$ cat config.mk
export PLATFORM = sky130hd
export DESIGN_NAME = tm_clause_engine
export DESIGN_NICKNAME = d
export VERILOG_FILES = /design/src/rtl/tm_clause_engine.sv
export SDC_FILE = /design/constraint.sdc
export NUM_CORES = 1
export LEC_CHECK = 0
export CELL_PAD_IN_SITES_DETAIL_PLACEMENT = 1
export CELL_PAD_IN_SITES_GLOBAL_PLACEMENT = 2
export CORE_AREA = 2 2 714 716
export DETAILED_ROUTE_END_ITERATION = 8
export DIE_AREA = 0 0 716 718
export PLACE_DENSITY_LB_ADDON = 0.1
export SLEW_MARGIN = 0
export SYNTH_ARGS = -nofsm -noshare
export SYNTH_HDL_FRONTEND = slang
export SYNTH_SLANG_ARGS = --single-unit
$ cat constraint.sdc
create_clock -name clk -period 30.3 [get_ports clk]
set_clock_uncertainty 0.15 [all_clocks]
set_input_delay 6.06 -clock clk [delete_from_list [all_inputs] [get_ports clk]]
set_output_delay 6.06 -clock clk [all_outputs]
set_load 0.05 [all_outputs]
$ cat src/rtl/tm_clause_engine.sv
// Chunk-serial Tsetlin Machine clause evaluator for one class: streams exclude masks
// per chunk, ANDs literal matches, emits clause vector and signed class sum.
// Optional: define TM_EMPTY_CLAUSE_ZERO_EN to force clauses with no included literal to 0.
module tm_clause_engine #(
    parameter int  N_FEATURES = 784,
    parameter int  CHUNK      = 32,
    parameter int  N_CLAUSES  = 16,
    localparam int NCHUNK     = (N_FEATURES + CHUNK - 1) / CHUNK,
    localparam int AW         = ($clog2(NCHUNK) > 1) ? $clog2(NCHUNK) : 1,
    localparam int SUM_W      = $clog2(N_CLAUSES) + 1
) (
    input  logic                          clk,
    input  logic                          rst,
    input  logic                          in_valid,
    output logic                          in_ready,
    input  logic [N_FEATURES-1:0]         features,
    output logic                          ta_rd_en,
    output logic [AW-1:0]                 ta_addr,
    input  logic [N_CLAUSES*2*CHUNK-1:0]  ta_rdata,
    output logic                          out_valid,
    input  logic                          out_ready,
    output logic [N_CLAUSES-1:0]          clause_out,
    output logic signed [SUM_W-1:0]       class_sum
);

    localparam int PADDED = NCHUNK * CHUNK;
    localparam int CW     = AW + 1;

    typedef enum logic [1:0] {IDLE, RUN, DONE} state_t;

    state_t                  state, state_nxt;
    logic [CW-1:0]           rd_cnt;
    logic [PADDED-1:0]       feat_q;
    logic [N_CLAUSES-1:0]    acc;
    logic [N_CLAUSES-1:0]    chunk_pass;
    logic [N_CLAUSES-1:0]    clause_eff;
    logic [AW-1:0]           ev_idx;
    logic [CHUNK-1:0]        f_chunk;
    logic [CHUNK-1:0]        pad;
    logic                    accept;
    logic                    ev_en;
    logic                    last_ev;
    logic signed [SUM_W-1:0] sum_acc;

    assign accept  = in_valid & in_ready;
    // rd_cnt counts reads issued; the chunk read one cycle earlier is evaluated now.
    assign ev_en   = (state == RUN) && (rd_cnt != '0);
    assign last_ev = (state == RUN) && (rd_cnt == CW'(NCHUNK));
    assign ev_idx  = ev_en ? AW'(rd_cnt - CW'(1)) : '0;

    // NOTE: state and datapath registers use non-blocking assignments so every
    // flop samples pre-edge values, independent of process ordering.
    always_ff @(posedge clk) begin
        if (rst) state <= IDLE;
        else     state <= state_nxt;
    end

    // NOTE: every output of this block gets a default first, so no path leaves
    // a signal unassigned and no latch is inferred.
    always_comb begin
        state_nxt = state;
        in_ready  = 1'b0;
        ta_rd_en  = 1'b0;
        ta_addr   = '0;
        out_valid = 1'b0;
        case (state)
            IDLE: begin
                in_ready = 1'b1;
                if (in_valid) state_nxt = RUN;
            end
            RUN: begin
                if (rd_cnt < CW'(NCHUNK)) begin
                    ta_rd_en = 1'b1;
                    ta_addr  = rd_cnt[AW-1:0];
                end
                if (last_ev) state_nxt = DONE;
            end
            DONE: begin
                out_valid = 1'b1;
                if (out_ready) state_nxt = IDLE;
            end
            default: state_nxt = IDLE;
        endcase
    end

    // Per-chunk literal evaluation; padding lanes pass whatever the mask says.
    always_comb begin
        logic [2*CHUNK-1:0] lane;
        lane       = '0;
        chunk_pass = '0;
        f_chunk    = feat_q[int'(ev_idx)*CHUNK +: CHUNK];
        for (int j = 0; j < CHUNK; j++)
            pad[j] = (int'(ev_idx) * CHUNK + j) >= N_FEATURES;
        for (int c = 0; c < N_CLAUSES; c++) begin
            lane          = ta_rdata[c*2*CHUNK +: 2*CHUNK];
            chunk_pass[c] = &(lane | {f_chunk | pad, ~f_chunk | pad});
        end
    end

    // NOTE: the wide feature register carries no reset; it is always loaded on
    // accept before it is read, so a reset would only cost routing.
    always_ff @(posedge clk) begin
        if (accept) feat_q <= PADDED'(features);
    end

    always_ff @(posedge clk) begin
        if (rst) begin
            rd_cnt <= '0;
            acc    <= '1;
        end else if (accept) begin
            rd_cnt <= '0;
            acc    <= '1;
        end else if (state == RUN) begin
            if (!last_ev) rd_cnt <= rd_cnt + CW'(1);
            if (ev_en)    acc    <= acc & chunk_pass;
        end
    end

`ifdef TM_EMPTY_CLAUSE_ZERO_EN
    logic [N_CLAUSES-1:0] incl;
    logic [N_CLAUSES-1:0] chunk_incl;

    always_comb begin
        logic [2*CHUNK-1:0] lane_i;
        lane_i     = '0;
        chunk_incl = '0;
        for (int c = 0; c < N_CLAUSES; c++) begin
            lane_i        = ta_rdata[c*2*CHUNK +: 2*CHUNK];
            chunk_incl[c] = |(~lane_i & ~{pad, pad});
        end
    end

    always_ff @(posedge clk) begin
        if (rst || accept)        incl <= '0;
        else if (ev_en)           incl <= incl | chunk_incl;
    end

    assign clause_eff = acc & incl;
`else
    assign clause_eff = acc;
`endif

    // Even clauses vote positive, odd clauses negative.
    always_comb begin
        sum_acc = '0;
        for (int c = 0; c < N_CLAUSES; c++) begin
            if (clause_eff[c]) begin
                if (c % 2 == 0) sum_acc = sum_acc + SUM_W'(1);
                else            sum_acc = sum_acc - SUM_W'(1);
            end
        end
    end

    assign clause_out = (state == DONE) ? clause_eff : '0;
    assign class_sum  = (state == DONE) ? sum_acc : '0;

endmodule

# After elaboration in Yosys (flattened, before gate mapping)
# Cells that the tools add are included.
[word_totals] reg_bits=808 in_bits=1812 output_inout_bits=29
[classes] addsub=48 magnitude_cmp=33 eq_ne=6 shift=1 muxes=29 bitwise_logic=22 reduce_logical=24
[ops] op="bitwise OR 64 bit" n=16
[ops] op="AND reduction 64 bit" n=16
[ops] op="indexed part select 800 x 11 -> 32 bit" n=1
[ops] op="greater-or-equal comparator 11 x 10 -> 1 bit, second input constant" n=31
[ops] op="adder 10 x 5 -> 11 bit, second input constant" n=16
[ops] op="two-way mux 5 bit" n=19
[ops] op="adder 10 x 4 -> 11 bit, second input constant" n=8
[ops] op="bitwise OR 32 bit" n=2
[ops] op="adder 10 x 3 -> 11 bit, second input constant" n=4
[ops] op="subtractor 5 x 2 -> 5 bit, second input constant" n=8
[ops] op="adder 5 x 2 -> 5 bit, second input constant" n=7
[ops] op="NOT 32 bit" n=1
[ops] op="adder 10 x 2 -> 11 bit, second input constant" n=2
[ops] op="bitwise AND 16 bit" n=1
[ops] op="two-way mux 16 bit" n=1
[ops] op="adder 10 x 1 -> 11 bit, second input constant" n=1
[ops] op="greater-or-equal comparator 10 bit, second input constant" n=1
[ops] op="adder 6 x 1 -> 6 bit, second input constant" n=1
[ops] op="equality test 6 x 5 -> 1 bit, second input constant" n=1
[ops] op="less-than comparator 6 x 5 -> 1 bit, second input constant" n=1
[ops] op="two-way mux 2 bit" n=3
[ops] op="inequality test 2 bit, second input constant" n=3
[ops] op="one-hot mux 2 bit (3 select lines)" n=1
[ops] op="nonzero test 6 bit" n=1
[ops] op="other kinds (11)" n=17

# Longest topological paths before layout
[logic_depth] depth_word=32 depth_mapped=37 depth_no_buf=37

# Least setup slack after synthesis
# No wires, ideal clock.
[synth_path] path_type="input to register" start="input port in_valid" end="register acc[14]" setup_time_ns=0.074 arrival_time_ns=25.690 required_time_ns=30.076 slack_ns=4.386 stages=4 path_cell_list="and2_1 nor2_1 clkbuf_1 o21ai_0"
[synth_via] elab_chain_cells=2
[synth_lines] element="start, declared" line_no="14" source="input logic in_valid,"
[synth_lines] element="bitwise AND 1 bit" line_no="45" source="assign accept = in_valid & in_ready;"
[synth_lines] element="OR reduction 2 bit (no line)"
[synth_lines] element="end signal, assigned" line_no="115" source="if (ev_en) acc <= acc & chunk_pass;"
[synth_lines] element="end, declared" line_no="34" source="logic [N_CLAUSES-1:0] acc;"
# No other way between the ends.
# A chain may end at the register's enable or synchronous reset.

# Worst setup path after layout
[layout_path] start="register acc[1]" end="output port class_sum[4]"
[layout_via] elab_chain_cells=30
[layout_lines] element="two-way mux 5 bit (*)" line_no="147" source="if (clause_eff[c]) begin"
[layout_lines] element="adder 5 x 2 -> 5 bit" line_no="148" source="if (c % 2 == 0) sum_acc = sum_acc + SUM_W'(1);"
[layout_lines] element="two-way mux 5 bit (*)" line_no="147"
[layout_lines] element="subtractor 5 x 2 -> 5 bit" line_no="149" source="else sum_acc = sum_acc - SUM_W'(1);"
[layout_lines] element="two-way mux 5 bit (*)" line_no="147"
[layout_lines] element="adder 5 x 2 -> 5 bit" line_no="148"
[layout_lines] element="two-way mux 5 bit (*)" line_no="147"
[layout_lines] element="subtractor 5 x 2 -> 5 bit" line_no="149"
[layout_lines] element="(+14 left out)"
[layout_lines] element="two-way mux 5 bit (*)" line_no="147"
[layout_lines] element="subtractor 5 x 2 -> 5 bit" line_no="149"
[layout_lines] element="two-way mux 5 bit (*)" line_no="147"
[layout_lines] element="adder 5 x 2 -> 5 bit" line_no="148"
[layout_lines] element="two-way mux 5 bit (*)" line_no="147"
[layout_lines] element="subtractor 5 x 2 -> 5 bit" line_no="149"
[layout_lines] element="two-way mux 5 bit (*)" line_no="147"
[layout_lines] element="two-way mux 5 bit (*)" line_no="155" source="assign class_sum = (state == DONE) ? sum_acc : '0;"
[layout_lines] element="end, declared" line_no="23" source="output logic signed [SUM_W-1:0] class_sum"
# Every way passes the cells marked *; elsewhere a longest branch is shown, timed or not.

==> run metrics <==
outcome completed; Initial Util 0.07945; reg2reg setup slack 21.94 ns; # DRC 0; cts repair resizes 0; port bufs 1840; Top FF cell, synth edfxtp_1; TritonCTS Buffers 123; die width 716 microns; CTS Hold Buffers Added 0; Flop pwr share 0.339; Yosys reg bits 808; Synth Cell Area 0.04029 sq mm; largest area contributor in the netlist edfxtp_1; top cells by area, synth edfxtp_1, o22ai_1, mux2i_1, mux4_2, nor2_1; Critical Path Slowest Stage Cell clkdlybuf4s50_1; # IOs 1841; CTS clk-pin slew, worst paths 0.05 ns; worst vdd ir 0.04849 mV; CP arrival 10.39 ns; Critical Path RT 24.09 ns; Ys Warns 0; most frequent CP cell ha_1; Hold EP acc[0]; H-tree Lvls 3; Pleak 22.67 nW; Final min period 16.60 ns; Longest Clk Path Bufs 4; ys async rst share 0; # Post-CTS Setup Buffers 0; Max Clk Rate 60.26 MHz; critical path class reg -> out; DIE AREA 0.5141 sq mm; leading cell type in the layout, fill and taps excluded clkdlybuf4s50_1; grt ovf 0; initial antenna violation count 444; RSZ-0062 raised after global routing false; syn_nets 5071; Setup crit end kind output port; gpl congestion 0.7995; vias in the first global route 43000; Final Non-Filler Cells 12100; Worst Path Max Fanout 14; fraction of layout cells with a size suffix above 1 0.1200; reg2reg path depth 18; area grow syn2layout 80.16%; Die H 718 microns; R2R Path Start rd_cnt[0]; Setup crit start kind flop; final setup vio count 0; Max Cap Viol 0; Power Internal 2.618 mW; Tightest Pin Transition 1.367 ns; Min-Delay Path Class reg -> reg; top cell type's share of synthesized area 0.5843; Synth Instances 3240; DRT antenna net count 0; final hold vios 0; Slew Limit Fails 0; max incr delay on CP 0.88 ns; Clock Sinks 808; largest net degree at the start of global routing 120; core area 0.5071 sq mm; Setup TNS 0 ns; final period utilization 0.5477; worst hold start acc[0]; hold depth 2; switching share of power 0.3498; pwr dens 55.47 mW/mm^2; nets 7004; CTS tree built; Switch Pwr 1.408 mW; post-synthesis sequential area ratio 0.5962; Root Buffer clkbuf_16; max_slew headroom 0.08876; Tot GR Track Use 0.1691; Clk Latency, worst-skew pair 0.90 ns; WHS 0.4175 ns; syn avg cell area 12.44 sq um; via/cell ratio 3.324; Post-synth EDFFs 784; Initial DRC Count 2408; wire per inst 37.34 microns; WL final 451.6 mm; placed cells 11780; num rows 262; Unique masters post-synth 111; DRT Pass-1 Iters 5; Clock power frac 0.362; r2r endpoint acc[6]; post-DP HPWL 370.2 mm; combinational power share 0.299; commonest cells after routing, fill and taps aside clkdlybuf4s50_1, edfxtp_1, o22ai_1; global-route wire length before repair 549.2 mm; total vias in the final route 40220
## per-layer routing
metal / part of all wire / vias to the layer above / GRT usage
met2: 0.53 / 1879 / 0.3248
li1: - / 17190 / -
met1: 0.38 / 20120 / 0.1836
met5: 0.0035 / - / 0
met4: 0.016 / 246 / 0.02095
met3: 0.072 / 782 / 0.05296
## power groups by stage
stage	registers (mW)	logic, mW	clock network [mW]
6_report	1.36	1.21	1.46
5_1_grt	1.37	1.29	1.56
4_1_cts	1.37	1.27	1.53
3_5_place_dp	1.39	1.27	0
3_3_place_gp	1.39	1.27	0
2_1_floorplan	1.45	0.417	0
## per-stage QoR
| step | cell area [sq um] | util | power (mW) | setup WS, ns |
|---|---|---|---|---|
| detailed placement | 68430 | 0.1349 | 2.657 | 14.47 |
| finish | 72590 | 0.1431 | 4.026 | 13.70 |
| global placement | 68420 | 0.1349 | 2.660 | 14.30 |
| CTS | 72370 | 0.1427 | 4.170 | 13.45 |
| global route | 72440 | 0.1428 | 4.220 | 12.65 |
| floorplan | 40290 | - | 1.872 | 4.386 |
## worst max-delay path, delay by kind of cell (launching register included)
family / cells / cell delay [ns]
xor gates and xnor gates: 6 / 1.29
muxes: 1 / 0.22
and+or+nand+nor: 8 / 1.24
buffers and inverters: 4 / 1.21
DFF: 1 / 0.35
AOI/OAI and AO/OA: 11 / 2.55
adders and majority gates: 7 / 2.65
## flip-flops by register name, indices dropped and copies added (netlist names)
name and cells:
acc 16, rd_cnt 6, feat_q 784, state 2
## final cells by class
cell class / instances / area [sq um]
Fill cell: 57830 / 434500
Sequential cell: 808 / 24030
Clock inverter: 86 / 752.0
Multi-Input combinational cell: 2117 / 15620
Clock buffer: 141 / 3188
Antenna cell: 90 / 225.2
Tap cell: 6732 / 8423
Inverter: 77 / 300.3
Timing Repair Buffer: 2046 / 20050
## how the worst max path moves through the flow
stage / start / end / slack, ns / depth (start not counted)
after global placement: acc[1] / class_sum[4] / 14.30 / 37
after floorplan: in_valid / acc[14] / 4.39 / 4
final: acc[1] / class_sum[4] / 13.70 / 37
after global routing: acc[1] / class_sum[4] / 12.65 / 37
after detailed placement: acc[1] / class_sum[4] / 14.47 / 37
after CTS: acc[1] / class_sum[4] / 13.45 / 37
## cell usage after synthesis (all sizes together), types with 16 or more instances
cell type and n:
edfxtp 784, mux2i 117, nand3 70, buf 145, a221oi 32, o211ai 20
mux4 50, nor2 251, o21ai 186, clkbuf 93, or3 18, o311ai 24
nor4 60, o22a 28, ha 18, nor2b 26, o221ai 45, a21oi 95
nand2b 66, nand2 163, a222oi 44, inv 73, o22ai 347, xnor2 37
o2111ai 25, nor3 75, o41ai 16, and2 16, nand4 16, a211oi 57
dfxtp 24
## cell families after synthesis
group / count (synthesis) / share of synthesized area
AOI/OAI and AO/OA: 1064 / 0.1898
xor gates and xnor gates: 54 / 0.01525
buffers and inverters: 315 / 0.03577
DFF: 808 / 0.5962
adders and majority gates: 21 / 0.006614
and+or+nand+nor: 801 / 0.09642
muxes: 177 / 0.05990
Power figures use the tool's default switching activity.
